[config.mk]
export PLATFORM = sky130hd
export DESIGN_NAME = regfile_wr
export DESIGN_NICKNAME = d
export VERILOG_FILES = /design/src/rtl/regfile_wr.sv
export SDC_FILE = /design/constraint.sdc
export NUM_CORES = 2
export LEC_CHECK = 0
export ABC_AREA = 1
export BUFFER_PORTS_ARGS = -buffer_cell sky130_fd_sc_hd__buf_2
export CELL_PAD_IN_SITES_DETAIL_PLACEMENT = 1
export CELL_PAD_IN_SITES_GLOBAL_PLACEMENT = 2
export CORE_AREA = 2 2 420 422
export DETAILED_ROUTE_END_ITERATION = 8
export DIE_AREA = 0 0 422 424
export GPL_ROUTABILITY_DRIVEN = 0
export PLACE_DENSITY = 0.67
export SYNTH_ARGS = -nofsm -noshare
export SYNTH_HDL_FRONTEND = slang
export SYNTH_SLANG_ARGS = --single-unit
[constraint.sdc]
create_clock -name clk -period 80.8 [get_ports clk]
set_clock_uncertainty 0.1 [all_clocks]
set_input_delay 8.08 -clock clk [delete_from_list [all_inputs] [get_ports clk]]
set_output_delay 8.08 -clock clk [all_outputs]
set_load 0.05 [all_outputs]
[src/rtl/regfile_wr.sv]
`default_nettype none
// ============================================================================
// Module   : regfile_wr
// Purpose  : Write side of a 32 x 32-bit register file with byte-strobed
//            valid/ready writes and a sequenced 32-cycle bulk clear.
// Revision : 1.0
// ============================================================================
module regfile_wr #(
    parameter int ZERO_R0 = 1
) (
    input  logic        clk,
    input  logic        rst,
    input  logic        we_valid,
    output logic        we_ready,
    input  logic [4:0]  waddr,
    input  logic [31:0] wdata,
    input  logic [3:0]  wstrb,
    input  logic        clr_req,
    output logic        clr_busy,
    output logic        wr_done,
    output logic [31:0] q0,
    output logic [31:0] q1,
    output logic [31:0] q2,
    output logic [31:0] q3,
    output logic [31:0] q4,
    output logic [31:0] q5,
    output logic [31:0] q6,
    output logic [31:0] q7,
    output logic [31:0] q8,
    output logic [31:0] q9,
    output logic [31:0] q10,
    output logic [31:0] q11,
    output logic [31:0] q12,
    output logic [31:0] q13,
    output logic [31:0] q14,
    output logic [31:0] q15,
    output logic [31:0] q16,
    output logic [31:0] q17,
    output logic [31:0] q18,
    output logic [31:0] q19,
    output logic [31:0] q20,
    output logic [31:0] q21,
    output logic [31:0] q22,
    output logic [31:0] q23,
    output logic [31:0] q24,
    output logic [31:0] q25,
    output logic [31:0] q26,
    output logic [31:0] q27,
    output logic [31:0] q28,
    output logic [31:0] q29,
    output logic [31:0] q30,
    output logic [31:0] q31
);

    typedef enum logic [0:0] {
        IDLE  = 1'b0,
        CLEAR = 1'b1
    } state_t;

    state_t      r_state;
    logic [4:0]  r_clr_cnt;
    logic        r_wr_done;
    logic [31:0] r_q [32];
    logic        w_accept;

    assign w_accept = we_valid && (r_state == IDLE);

    always_ff @(posedge clk or posedge rst) begin
        if (rst) begin
            r_state   <= IDLE;
            r_clr_cnt <= '0;
            r_wr_done <= 1'b0;
        end else begin
            r_wr_done <= w_accept;
            case (r_state)
                IDLE: begin
                    if (clr_req) begin
                        r_state   <= CLEAR;
                        r_clr_cnt <= '0;
                    end
                end
                CLEAR: begin
                    r_clr_cnt <= r_clr_cnt + 5'd1;
                    if (r_clr_cnt == 5'd31) begin
                        r_state <= IDLE;
                    end
                end
                default: r_state <= IDLE;
            endcase
        end
    end

    // A write accepted on the same edge that starts a clear still commits;
    // the clear sweep reaches that register later.
    always_ff @(posedge clk or posedge rst) begin
        if (rst) begin
            for (int k = 0; k < 32; k++) begin
                r_q[k] <= '0;
            end
        end else begin
            for (int k = 0; k < 32; k++) begin
                if ((ZERO_R0 != 0) && (k == 0)) begin
                    r_q[k] <= '0;
                end else if ((r_state == CLEAR) && (r_clr_cnt == 5'(k))) begin
                    r_q[k] <= '0;
                end else if (w_accept && (waddr == 5'(k))) begin
                    for (int n = 0; n < 4; n++) begin
                        if (wstrb[n]) begin
                            r_q[k][8*n +: 8] <= wdata[8*n +: 8];
                        end
                    end
                end
            end
        end
    end

    assign we_ready = (r_state == IDLE);
    assign clr_busy = (r_state == CLEAR);
    assign wr_done  = r_wr_done;

    assign q0  = r_q[0];
    assign q1  = r_q[1];
    assign q2  = r_q[2];
    assign q3  = r_q[3];
    assign q4  = r_q[4];
    assign q5  = r_q[5];
    assign q6  = r_q[6];
    assign q7  = r_q[7];
    assign q8  = r_q[8];
    assign q9  = r_q[9];
    assign q10 = r_q[10];
    assign q11 = r_q[11];
    assign q12 = r_q[12];
    assign q13 = r_q[13];
    assign q14 = r_q[14];
    assign q15 = r_q[15];
    assign q16 = r_q[16];
    assign q17 = r_q[17];
    assign q18 = r_q[18];
    assign q19 = r_q[19];
    assign q20 = r_q[20];
    assign q21 = r_q[21];
    assign q22 = r_q[22];
    assign q23 = r_q[23];
    assign q24 = r_q[24];
    assign q25 = r_q[25];
    assign q26 = r_q[26];
    assign q27 = r_q[27];
    assign q28 = r_q[28];
    assign q29 = r_q[29];
    assign q30 = r_q[30];
    assign q31 = r_q[31];

endmodule
`default_nettype wire

==> key figures <==
Clock network
  • Clock Latency Late Sink: between 700 and 800 ps
  • Gates resized, CTS repair: 0
  • Clk sink count: roughly 1000
  • Root buf cell: clkbuf_16
  • CTS clk-pin slew, worst paths: ~60 ps
  • Hold Buf Count CTS: 0
  • Setup Fix Bufs, Post-CTS: 0
  • CTS tree: yes
  • CTS buffer count: about 120
  • H-Tree Depth: 3
  • CTS Buffer Depth: 3

Global route
  • Initial antenna violation count: 14
  • Vias in the first global route: between 30000 and 40000
  • GR Overflow Total: 0
  • Total track usage: 25.64%
  • Largest net degree at the start of global routing: ~160
  • First-pass GRT wire length: between 300 and 400 mm

Critical path
  • Cell chain of the critical path: buf_2, inv_8, buf_4, buf_12, buf_12, buf_4, buf_4
  • Worst Path Required: 81560 ps
  • Worst R2R Start: clr_busy
  • Critical path data arrival time: ~13000 ps
  • Crit-path slowest cell: buf_4
  • Most frequent CP cell: buf_4
  • CP Class: primary input to async pin
  • Max FO, Critical Path: 158
  • R2r setup slk: around 77000 ps
  • Reg2Reg Depth: 9
  • Critical Path Sink Type: async pin
  • Worst setup SP type: primary input
  • Slowest cell delay on critical path: 850 ps
  • Worst flop-to-flop path endpoint: q6[17]

Logic synthesis
  • Yosys top cell by area: dfrtp_1
  • Netlist cell types: 24
  • Yosys reg bits: approximately 1000
  • Yosys top cell area share: 60.37%
  • Cells after synthesis: between 4000 and 5000
  • Synthesized area per cell: between 8 and 9 µm²
  • Ranking of synthesized cells by area: dfrtp_1, nand2_1, nand3_1
  • Warnings from Yosys: 0
  • Post-Syn Area: 41410 µm²
  • Seq/Total Area, Yosys: about three fifths

Die
  • Die Ht: ~420 µm
  • Row count: ~150
  • Die area: approximately 180000 µm²
  • # IOs: between 1000 and 1500
  • Initial Util: about a quarter
  • Core Region: about 170000 µm²
  • Die X: 422 µm

Power
  • Peak supply drop: around 0.018 mV
  • PD cells: around 27 nW/µm²
  • Overall Power: ~1.4 mW
  • Leakage: between 30 and 40 nW

Layout
  • Post-layout instance area: roughly 53000 µm²
  • Fin cells: 8068
  • Share of cells above drive strength 1: 25.94%
  • Fill cells: around 21000
  • Nets: roughly 5700
  • Synth-to-Final Area Change: 27.74%
  • Util after Layout: a little under a third

Routing
  • Drt first-iter violations: just over 3000
  • Vias per inst: approximately 4.8
  • Drt drc: 0
  • Avg WL per Cell: approximately 29 µm
  • Final wirelength: 235.4 mm
  • Final antenna-violating net count: 0
  • Via count: between 30000 and 40000
  • Pre-antenna DRT Iters: 5

Min path
  • Hold crit path type: flip-flop to flip-flop
  • Worst Hold Depth: 2
  • Hold path startpoint: q8[21]
  • WHS Endpoint: q8[21]

STA
  • Final setup margin: 68800 ps
  • Setup TNS: 0 ps
  • Fin crit period: 12000 ps
  • Final Setup Violations: 0
  • WHS: 389.9 ps
  • Fmax: around 83 MHz
  • RSZ-0062 raised after global routing: no
  • Final Hold Fails: 0
  • Worst-margin pin slew: ~1100 ps
  • Rel. slew slack: about 28%
  • Period utilization: between 10% and 20%
  • Max-slew violation count: 0

Flow run
  • MaxCap Viol Count: 0

Placement
  • Placed insts: ~7900
  • Placed cell area: 49090 µm²
  • Hpwl dp: ~160 mm
  • Worst slack at placement: between 60000 and 70000 ps
  • I/O Buffers: ~1000

Status
  • Outcome: finished, final reports clean
==> worst max-delay path: cells and delay by family <==
| kind | cells | cell delay, ps |
|---|---|---|
| buffers and inverters | 7 | 4090 |
==> placed cells by master, fill, tap and decap left out, types with 5 or more instances in the layout <==
cell type	count
buf_2	1032
buf_4	74
clkbuf_1	33
clkbuf_16	120
clkbuf_8	29
clkinv_2	12
conb_1	32
dfrtp_1	999
diode_2	8
ha_1	6
inv_1	15
inv_2	12
inv_4	6
inv_6	5
nand2_1	1990
nand2_2	36
nand3_1	1137
nand3_2	10
nor2_1	17
nor2_2	28
nor2_4	98
o21ai_0	5
==> area by class of cell <==
class                           instances  area (µm²)  share of cell area (%)
Tap cell                             2340        2928                   5.535
Multi-Input combinational cell       3372       15240                   28.80
Antenna cell                            8       20.02                 0.03785
Inverter                               34       150.1                  0.2838
Clock inverter                         24       256.5                  0.4849
Timing Repair Buffer                 1109        5781                   10.93
Sequential cell                       999       25000                   47.26
Clock buffer                          182        3526                   6.666
==> cells by family (layout without fill, tap and decap cells) <==
| kind of cell | after synthesis | after routing | synth area share [%] |
|---|---|---|---|
| AOI/OAI and AO/OA | 6 | 6 | 0.07554 |
| DFF | 999 | 999 | 60.37 |
| adders and majority gates | 6 | 6 | 0.1813 |
| and+or+nand+nor | 3328 | 3328 | 36.13 |
| other | 1 | 40 | 0.009056 |
| buffers and inverters | 301 | 1349 | 3.236 |
==> metal layers <==
layer	part of all wire, %	wire, µm	track usage, %	vias up
met5	0	0	0	-
met4	5.2	12170	12.15	0
met3	5.5	12890	4.670	336
met2	49	115300	43.56	1306
met1	40	95040	31.37	19990
li1	-	-	-	17030
==> worst max path at each step <==
stage | start | endpoint | slack (ps) | cells after the start
after floorplan | rst | clr_busy | 44510 | 1
after global placement | rst | q14[12] | 67950 | 7
after detailed placement | rst | q14[12] | 67940 | 7
after CTS | rst | q20[13] | 68790 | 7
after global routing | rst | q20[13] | 68280 | 7
final | rst | q20[13] | 68800 | 7
==> synth_stat cells, drive strengths merged <==
master / instances
nand2: 2030
nand3: 1151
dfrtp: 999
clkbuf: 191
nor2: 146
buf: 76
inv: 34
ha: 6
o21ai: 5
conb: 1
nand4: 1
o22ai: 1
==> report_power, final <==
group,switching [mW],internal (mW)
registers,0.0258,0.538
logic,0.268,0.0492
clock network,0.229,0.310
Power figures use the tool's default switching activity.
